==> config.mk <==
export PLATFORM = sky130hd
export DESIGN_NAME = output_module
export DESIGN_NICKNAME = d
export VERILOG_FILES = /design/src/rtl/ravenoc_pkg.sv /design/src/rtl/rr_arbiter.sv /design/src/rtl/output_module.sv
export SDC_FILE = /design/constraint.sdc
export NUM_CORES = 1
export LEC_CHECK = 0
export ABC_CLOCK_PERIOD_IN_PS = 11800
export CELL_PAD_IN_SITES_DETAIL_PLACEMENT = 1
export CELL_PAD_IN_SITES_GLOBAL_PLACEMENT = 2
export CORE_UTILIZATION = 29
export DETAILED_ROUTE_END_ITERATION = 6
export PLACE_DENSITY = 0.85
export SLEW_MARGIN = 20
export SYNTH_ARGS = -nofsm -noshare
export SYNTH_HDL_FRONTEND = slang
export SYNTH_SLANG_ARGS = --single-unit
==> constraint.sdc <==
create_clock -name clk -period 11.8 [get_ports clk]
set_clock_uncertainty 0.1 [all_clocks]
set_input_delay 3.54 -clock clk [delete_from_list [all_inputs] [get_ports clk]]
set_output_delay 3.54 -clock clk [all_outputs]
set_load 0.01 [all_outputs]
==> src/rtl/ravenoc_pkg.sv <==
`default_nettype none
// ============================================================================
//  Module      : ravenoc_pkg
//  Description : Shared NoC types: flit type encoding, flit request/response
//                channel structs and width constants used by router stages.
//  Revision    : 1.0 - output stage types added
// ============================================================================
package ravenoc_pkg;

    // Flit geometry; the two MSBs of fdata carry the flit type
    localparam int FlitWidth   = 34;
    localparam int FlitTypeMsb = FlitWidth - 1;
    localparam int VcIdWidth   = 2;

    typedef enum logic [1:0] {
        HEAD      = 2'b00,
        BODY      = 2'b01,
        TAIL      = 2'b10,
        HEAD_TAIL = 2'b11
    } flit_type_t;

    typedef struct packed {
        logic [FlitWidth-1:0] fdata;
        logic                 valid;
        logic [VcIdWidth-1:0] vc_id;
    } s_flit_req_t;

    typedef struct packed {
        logic ready;
    } s_flit_resp_t;

endpackage
`default_nettype wire

==> src/rtl/rr_arbiter.sv <==
`default_nettype none
// ============================================================================
//  Module      : rr_arbiter
//  Description : Round-robin arbiter. Combinational grant searching from the
//                slot after the last winner; the pointer only moves to the
//                current winner when update_en_i is asserted.
//  Revision    : 1.0 - initial release
// ============================================================================
module rr_arbiter #(
    parameter int N     = 4,
    parameter int IDX_W = (N > 1) ? $clog2(N) : 1
) (
    input  logic             clk,
    input  logic             arst,
    input  logic [N-1:0]     req_i,
    input  logic             update_en_i,
    output logic [N-1:0]     grant_o,
    output logic [IDX_W-1:0] grant_idx_o,
    output logic             valid_o
);

    // Index of the most recent winner; reset so slot 0 is searched first
    logic [IDX_W-1:0] ptr_q;
    logic [IDX_W-1:0] w_idx;

    // First requester found scanning ptr+1, ptr+2, ... wrapping at N
    always_comb begin
        grant_o     = '0;
        grant_idx_o = '0;
        valid_o     = 1'b0;
        w_idx       = '0;
        for (int k = 1; k <= N; k++) begin
            w_idx = IDX_W'((int'(ptr_q) + k) % N);
            if (!valid_o && req_i[w_idx]) begin
                valid_o        = 1'b1;
                grant_idx_o    = w_idx;
                grant_o[w_idx] = 1'b1;
            end
        end
    end

    // Pointer follows the winner only when the grant is actually consumed
    always_ff @(posedge clk) begin
        if (arst) begin
            ptr_q <= IDX_W'(N - 1);
        end else if (update_en_i) begin
            ptr_q <= grant_idx_o;
        end
    end

endmodule
`default_nettype wire

==> src/rtl/output_module.sv <==
`default_nettype none
// ============================================================================
//  Module      : output_module
//  Description : Router output stage. Round-robin arbitration among head
//                flits, wormhole lock held until the owner's tail passes,
//                and a 2-entry output FIFO toward the downstream hop.
//  Revision    : 1.0 - initial release
// ============================================================================
module output_module
    import ravenoc_pkg::*;
#(
    parameter int NUM_IN     = 4,
    parameter int FLIT_WIDTH = FlitWidth
) (
    input  logic              clk,
    input  logic              arst,
    input  s_flit_req_t       fin_req_i  [NUM_IN],
    input  logic [NUM_IN-1:0] port_req_i,
    output s_flit_resp_t      fin_resp_o [NUM_IN],
    output s_flit_req_t       fout_req_o,
    input  s_flit_resp_t      fout_resp_i,
    output logic              busy_o
);

    localparam int c_idx_w    = (NUM_IN > 1) ? $clog2(NUM_IN) : 1;
    localparam int c_type_msb = FLIT_WIDTH - 1;

    typedef enum logic [0:0] {
        ST_IDLE   = 1'b0,
        ST_LOCKED = 1'b1
    } state_t;

    typedef struct packed {
        logic [FlitWidth-1:0] fdata;
        logic [VcIdWidth-1:0] vc_id;
    } buf_entry_t;

    // Arbitration / lock state
    state_t               state_q;
    logic [c_idx_w-1:0]   owner_q;
    logic                 busy_q;

    // Output FIFO storage
    buf_entry_t           buf_q [2];
    logic                 wr_ptr_q;
    logic                 rd_ptr_q;
    logic [1:0]           count_q;
    logic [1:0]           count_d;

    logic [NUM_IN-1:0]    w_cand;
    logic [NUM_IN-1:0]    w_arb_req;
    logic [NUM_IN-1:0]    w_grant;
    logic [c_idx_w-1:0]   w_grant_idx;
    logic                 w_arb_valid;
    logic                 w_arb_update;
    logic [NUM_IN-1:0]    w_ready;
    logic [c_idx_w-1:0]   w_sel_idx;
    s_flit_req_t          w_sel_req;
    flit_type_t           w_sel_type;
    logic                 w_has_space;
    logic                 w_push;
    logic                 w_pop;
    logic                 w_lock_next;

    // An input competes only when it targets this port with a valid head flit
    always_comb begin
        w_cand = '0;
        for (int i = 0; i < NUM_IN; i++) begin
            w_cand[i] = port_req_i[i] && fin_req_i[i].valid &&
                        ((flit_type_t'(fin_req_i[i].fdata[c_type_msb -: 2]) == HEAD) ||
                         (flit_type_t'(fin_req_i[i].fdata[c_type_msb -: 2]) == HEAD_TAIL));
        end
    end

    assign w_arb_req    = (state_q == ST_IDLE) ? w_cand : '0;
    assign w_arb_update = w_push && (state_q == ST_IDLE);

    rr_arbiter #(
        .N     (NUM_IN),
        .IDX_W (c_idx_w)
    ) u_rr_arbiter (
        .clk         (clk),
        .arst        (arst),
        .req_i       (w_arb_req),
        .update_en_i (w_arb_update),
        .grant_o     (w_grant),
        .grant_idx_o (w_grant_idx),
        .valid_o     (w_arb_valid)
    );

    assign w_has_space = (count_q < 2'd2);

    // Ready goes to the fresh winner in IDLE, or only to the owner while locked
    always_comb begin
        w_ready = '0;
        if (state_q == ST_IDLE) begin
            w_ready = w_grant & {NUM_IN{w_has_space && w_arb_valid}};
        end else begin
            w_ready[owner_q] = w_has_space && port_req_i[owner_q];
        end
    end

    assign w_sel_idx  = (state_q == ST_IDLE) ? w_grant_idx : owner_q;
    assign w_sel_req  = fin_req_i[w_sel_idx];
    assign w_sel_type = flit_type_t'(w_sel_req.fdata[c_type_msb -: 2]);
    assign w_push     = w_ready[w_sel_idx] && w_sel_req.valid;
    assign w_pop      = (count_q != 2'd0) && fout_resp_i.ready;
    assign count_d    = count_q + {1'b0, w_push} - {1'b0, w_pop};

    // Whether the wormhole lock will be held after this edge
    assign w_lock_next = (state_q == ST_IDLE) ? (w_push && (w_sel_type == HEAD))
                                              : !(w_push && (w_sel_type == TAIL));

    // Lock FSM: head opens the lock, owner's tail releases it; busy is registered
    always_ff @(posedge clk) begin
        if (arst) begin
            state_q <= ST_IDLE;
            owner_q <= '0;
            busy_q  <= 1'b0;
        end else begin
            case (state_q)
                ST_IDLE: begin
                    if (w_push && (w_sel_type == HEAD)) begin
                        state_q <= ST_LOCKED;
                        owner_q <= w_grant_idx;
                    end
                end
                ST_LOCKED: begin
                    if (w_push && (w_sel_type == TAIL)) begin
                        state_q <= ST_IDLE;
                    end
                end
                default: state_q <= ST_IDLE;
            endcase
            busy_q <= w_lock_next || (count_d != 2'd0);
        end
    end

    // Two-entry FIFO; reset discards any buffered flits
    always_ff @(posedge clk) begin
        if (arst) begin
            wr_ptr_q <= 1'b0;
            rd_ptr_q <= 1'b0;
            count_q  <= 2'd0;
            buf_q[0] <= '0;
            buf_q[1] <= '0;
        end else begin
            if (w_push) begin
                buf_q[wr_ptr_q] <= '{fdata: w_sel_req.fdata, vc_id: w_sel_req.vc_id};
                wr_ptr_q        <= ~wr_ptr_q;
            end
            if (w_pop) begin
                rd_ptr_q <= ~rd_ptr_q;
            end
            count_q <= count_d;
        end
    end

    // Drive the downstream channel from the FIFO head entry
    always_comb begin
        fout_req_o       = '0;
        fout_req_o.valid = (count_q != 2'd0);
        fout_req_o.fdata = buf_q[rd_ptr_q].fdata;
        fout_req_o.vc_id = buf_q[rd_ptr_q].vc_id;
    end

    // Fan the ready vector out to the per-input response channels
    always_comb begin
        for (int i = 0; i < NUM_IN; i++) begin
            fin_resp_o[i] = '{ready: w_ready[i]};
        end
    end

    assign busy_o = busy_q;

endmodule
`default_nettype wire

==> flow_metrics.tcl <==
set metrics [dict create \
    max-cap-violations 0 \
    cts_buffer_depth 2 \
    cts_buffers 9 \
    gp_congestion 0.844 \
    antenna_cells 0 \
    core_mm2 0.0188 \
    fmax_mhz 99.0 \
    r2r_end "buf_q[1][16]" \
    drtIter0Drc 235 \
    ys_seq_elements 83 \
    drc 0 \
    leakagePower_nw 2.92 \
    slew_violations 0 \
    outcome "complete, no violations" \
    critPathCaptureType "primary output" \
    slowest_stage "clkdlybuf4s50_1" \
    dp_hpwl_mm 13.7 \
    ys_async_sr_fraction_pct 0 \
    ys_top_cells_by_count "nand2_1 (75), edfxtp_1 (72), and2_1 (69)" \
    peakVddDrop_mv 0.0888 \
    synth.distinct_cells 74 \
    rsz0062_at_grt "no" \
    ys_seq_area_share_pct 42.6 \
    regToRegSetupSlack_ps 6850 \
    cp.arrival_ps 6460 \
    crit_path_max_fanout 4 \
    critPathMaxStageDelay_ps 570 \
    grt_pass1_wl_mm 29.3 \
    muxShareOfSynthArea_pct 8.91 \
    min_to "owner_q[0]" \
    cts.sinks 83 \
    ys_warn_count 0 \
    slew-limit-headroom_pct 34.8 \
    antenna_found_initial 2 \
    yosys.area_share.simple_pct 23.0 \
    synth_compound_area_share_pct 18.0 \
    setup_viol 0 \
    power_mw 1.70 \
    hold_ws_ps 425 \
    pre_cts_ws_ps 1710 \
    min_path_type "flop to flop" \
    drive_above_1_share_pct 11.4 \
    post-cts-setup-buffers 0 \
    synth_area_mm2 0.00559 \
    crit_family "buffers and inverters" \
    cts_root_buffer "clkbuf_16" \
    h-tree-depth 3 \
    synthAdderAreaFrac_pct 2.02 \
    syn_nets 729 \
    clkLatencyLatePin_ps 330 \
    fillers 2082 \
    ys.flop_type "edfxtp_1" \
    ctsResizeCount 0 \
    path_cells "clkdlybuf4s50_1 -> xor2_1 -> nor3_1 -> a211oi_1 -> o211ai_1 -> nor3_1 -> nor2_1 -> a21oi_1 -> clkdlybuf4s50_1" \
    die_h_um 141 \
    synth-edff-count 72 \
    grt_overflow_total 0 \
    wl_per_cell_um 19.3 \
    clk_pin_slew_ps 60 \
    die_area_mm2 0.0198 \
    final_area_mm2 0.00812 \
    layout_min_cycle_time_ps 10100 \
    firstDrtPassIters 4 \
    start_kind "input port" \
    cts_tree "done" \
    r2r-start "u_rr_arbiter.ptr_q[0]" \
    worst-endpoint-required_ps 8160 \
    r2r_cells 12 \
    first_global_vias 5393 \
    track_usage_pct 19.0 \
    synth.avg_cell_area_um2 9.89 \
    tns_ps 0 \
    port_buffers 196 \
    start_util_pct 29.8 \
    die_x_um 141 \
    ys_top_cells_by_area "edfxtp_1 (39%), and2_1 (7.7%), mux2_2 (7.7%), nand2_1 (5.0%), a211oi_1 (4.7%)" \
    routed-via-count 5108 \
    min-delay-start "owner_q[0]" \
    dpl_cell_area_mm2 0.00777 \
    routed_wl_mm 18.9 \
    area_delta_synth_final_pct 45.2 \
    antenna_left 0 \
    yosysTopAreaCell "edfxtp_1" \
    avgViaCountPerCell 5.21 \
    fin_nets 906 \
    yosysMostFrequentCell "nand2_1" \
    rows 50 \
    ios 197 \
    post-route-period-util_pct 85.6 \
    synth_top_family_by_area "simple AND/OR/NAND/NOR gates" \
    synth_xor_area_share_pct 1.70 \
    worst_pin_slew_ps 975 \
    setup_ws_ps 1700 \
    hold_depth 2 \
    critPathKind "input port to primary output" \
    synth_top_area_share_pct 38.7 \
    cts_hold_buf 0 \
    power_density_mw_per_mm2 210 \
    crit_buf_inv 2 \
    final-hold-violation-count 0 \
    grt_max_degree 73 \
    synthCells 565 \
]
[worst reg2reg max path, cell delays in order (launching register included)]
cell,delay (ps)
dfxtp_1,300
buf_4,290
inv_2,170
ha_1,410
nor2_1,350
nand4_1,250
nor3b_1,250
o2111a_1,300
a221o_1,340
o221ai_1,260
mux2i_1,230
o2111ai_4,510
nand2_2,690
[per-stage QoR]
step / std cells / utilization (%)
after floorplan: 565 / -
after global placement: 963 / 41.4
after detailed placement: 963 / 41.4
after CTS: 979 / 42.9
after global routing: 981 / 43.2
final: 981 / 43.2
[logic make-up after synthesis]
logic type               Yosys count
buffers and inverters             50
AO/OA/AOI/OAI                    132
AND/OR/NAND/NOR                  236
flip-flops                        83
adder cells (fa/ha/maj)            9
multiplexers                      45
XOR/XNOR                          10
[final cells by class]
| type | instances | area (µm²) | share of cell area, % |
|---|---|---|---|
| clock buffers | 9 | 225 | 2.78 |
| multi-input cells | 432 | 3040 | 37.4 |
| repair buffers | 205 | 2070 | 25.5 |
| flip-flops and latches | 83 | 2380 | 29.4 |
| clock inverters | 7 | 66.3 | 0.817 |
| well taps | 234 | 293 | 3.61 |
| inverters | 11 | 41.3 | 0.509 |
[state kept, by name (all words and copies together), names as in the netlist, named ones only]
register,cells
buf_q,72
busy_o,1
count_q,2
owner_q,2
rd_ptr_q,1
state_q,1
u_rr_arbiter.ptr_q,2
wr_ptr_q,1
[worst max-delay path by stage]
stage | from | end | slack (ps) | cells past startpoint
3_3_place_gp | fin_req_i[36] | fin_resp_o[0] | 1840 | 9
2_1_floorplan | fin_req_i[35] | buf_q[0][0] | 3100 | 11
3_5_place_dp | fin_req_i[36] | fin_resp_o[0] | 1710 | 9
6_report | fin_req_i[36] | fin_resp_o[0] | 1700 | 9
4_1_cts | fin_req_i[36] | fin_resp_o[0] | 1710 | 9
5_1_grt | fin_req_i[36] | fin_resp_o[0] | 1460 | 9
[layout by cell type (no fill, tap or decap), types with 13 or more instances in the layout]
cell / count
a211oi_1: 35
a31oi_1: 34
and2_1: 69
clkdlybuf4s50_1: 196
edfxtp_1: 72
mux2_2: 38
nand2_1: 74
nor2_1: 13
nor2b_1: 37
[per-layer routing]
metal  vias to the layer above  GRT usage [%]  share of wire, %
met5                         -              0              0.13
met1                      2490           23.3                44
li1                       2434              -                 -
met3                        28           3.97               4.9
met2                       152           34.0                50
met4                         4           4.35               1.8
[power breakdown]
group,internal (mW),switching (mW)
clock network,0.163,0.114
logic,0.450,0.506
registers,0.420,0.0493
total,1.03,0.670
No activity file was read; power rests on OpenSTA's default activity.
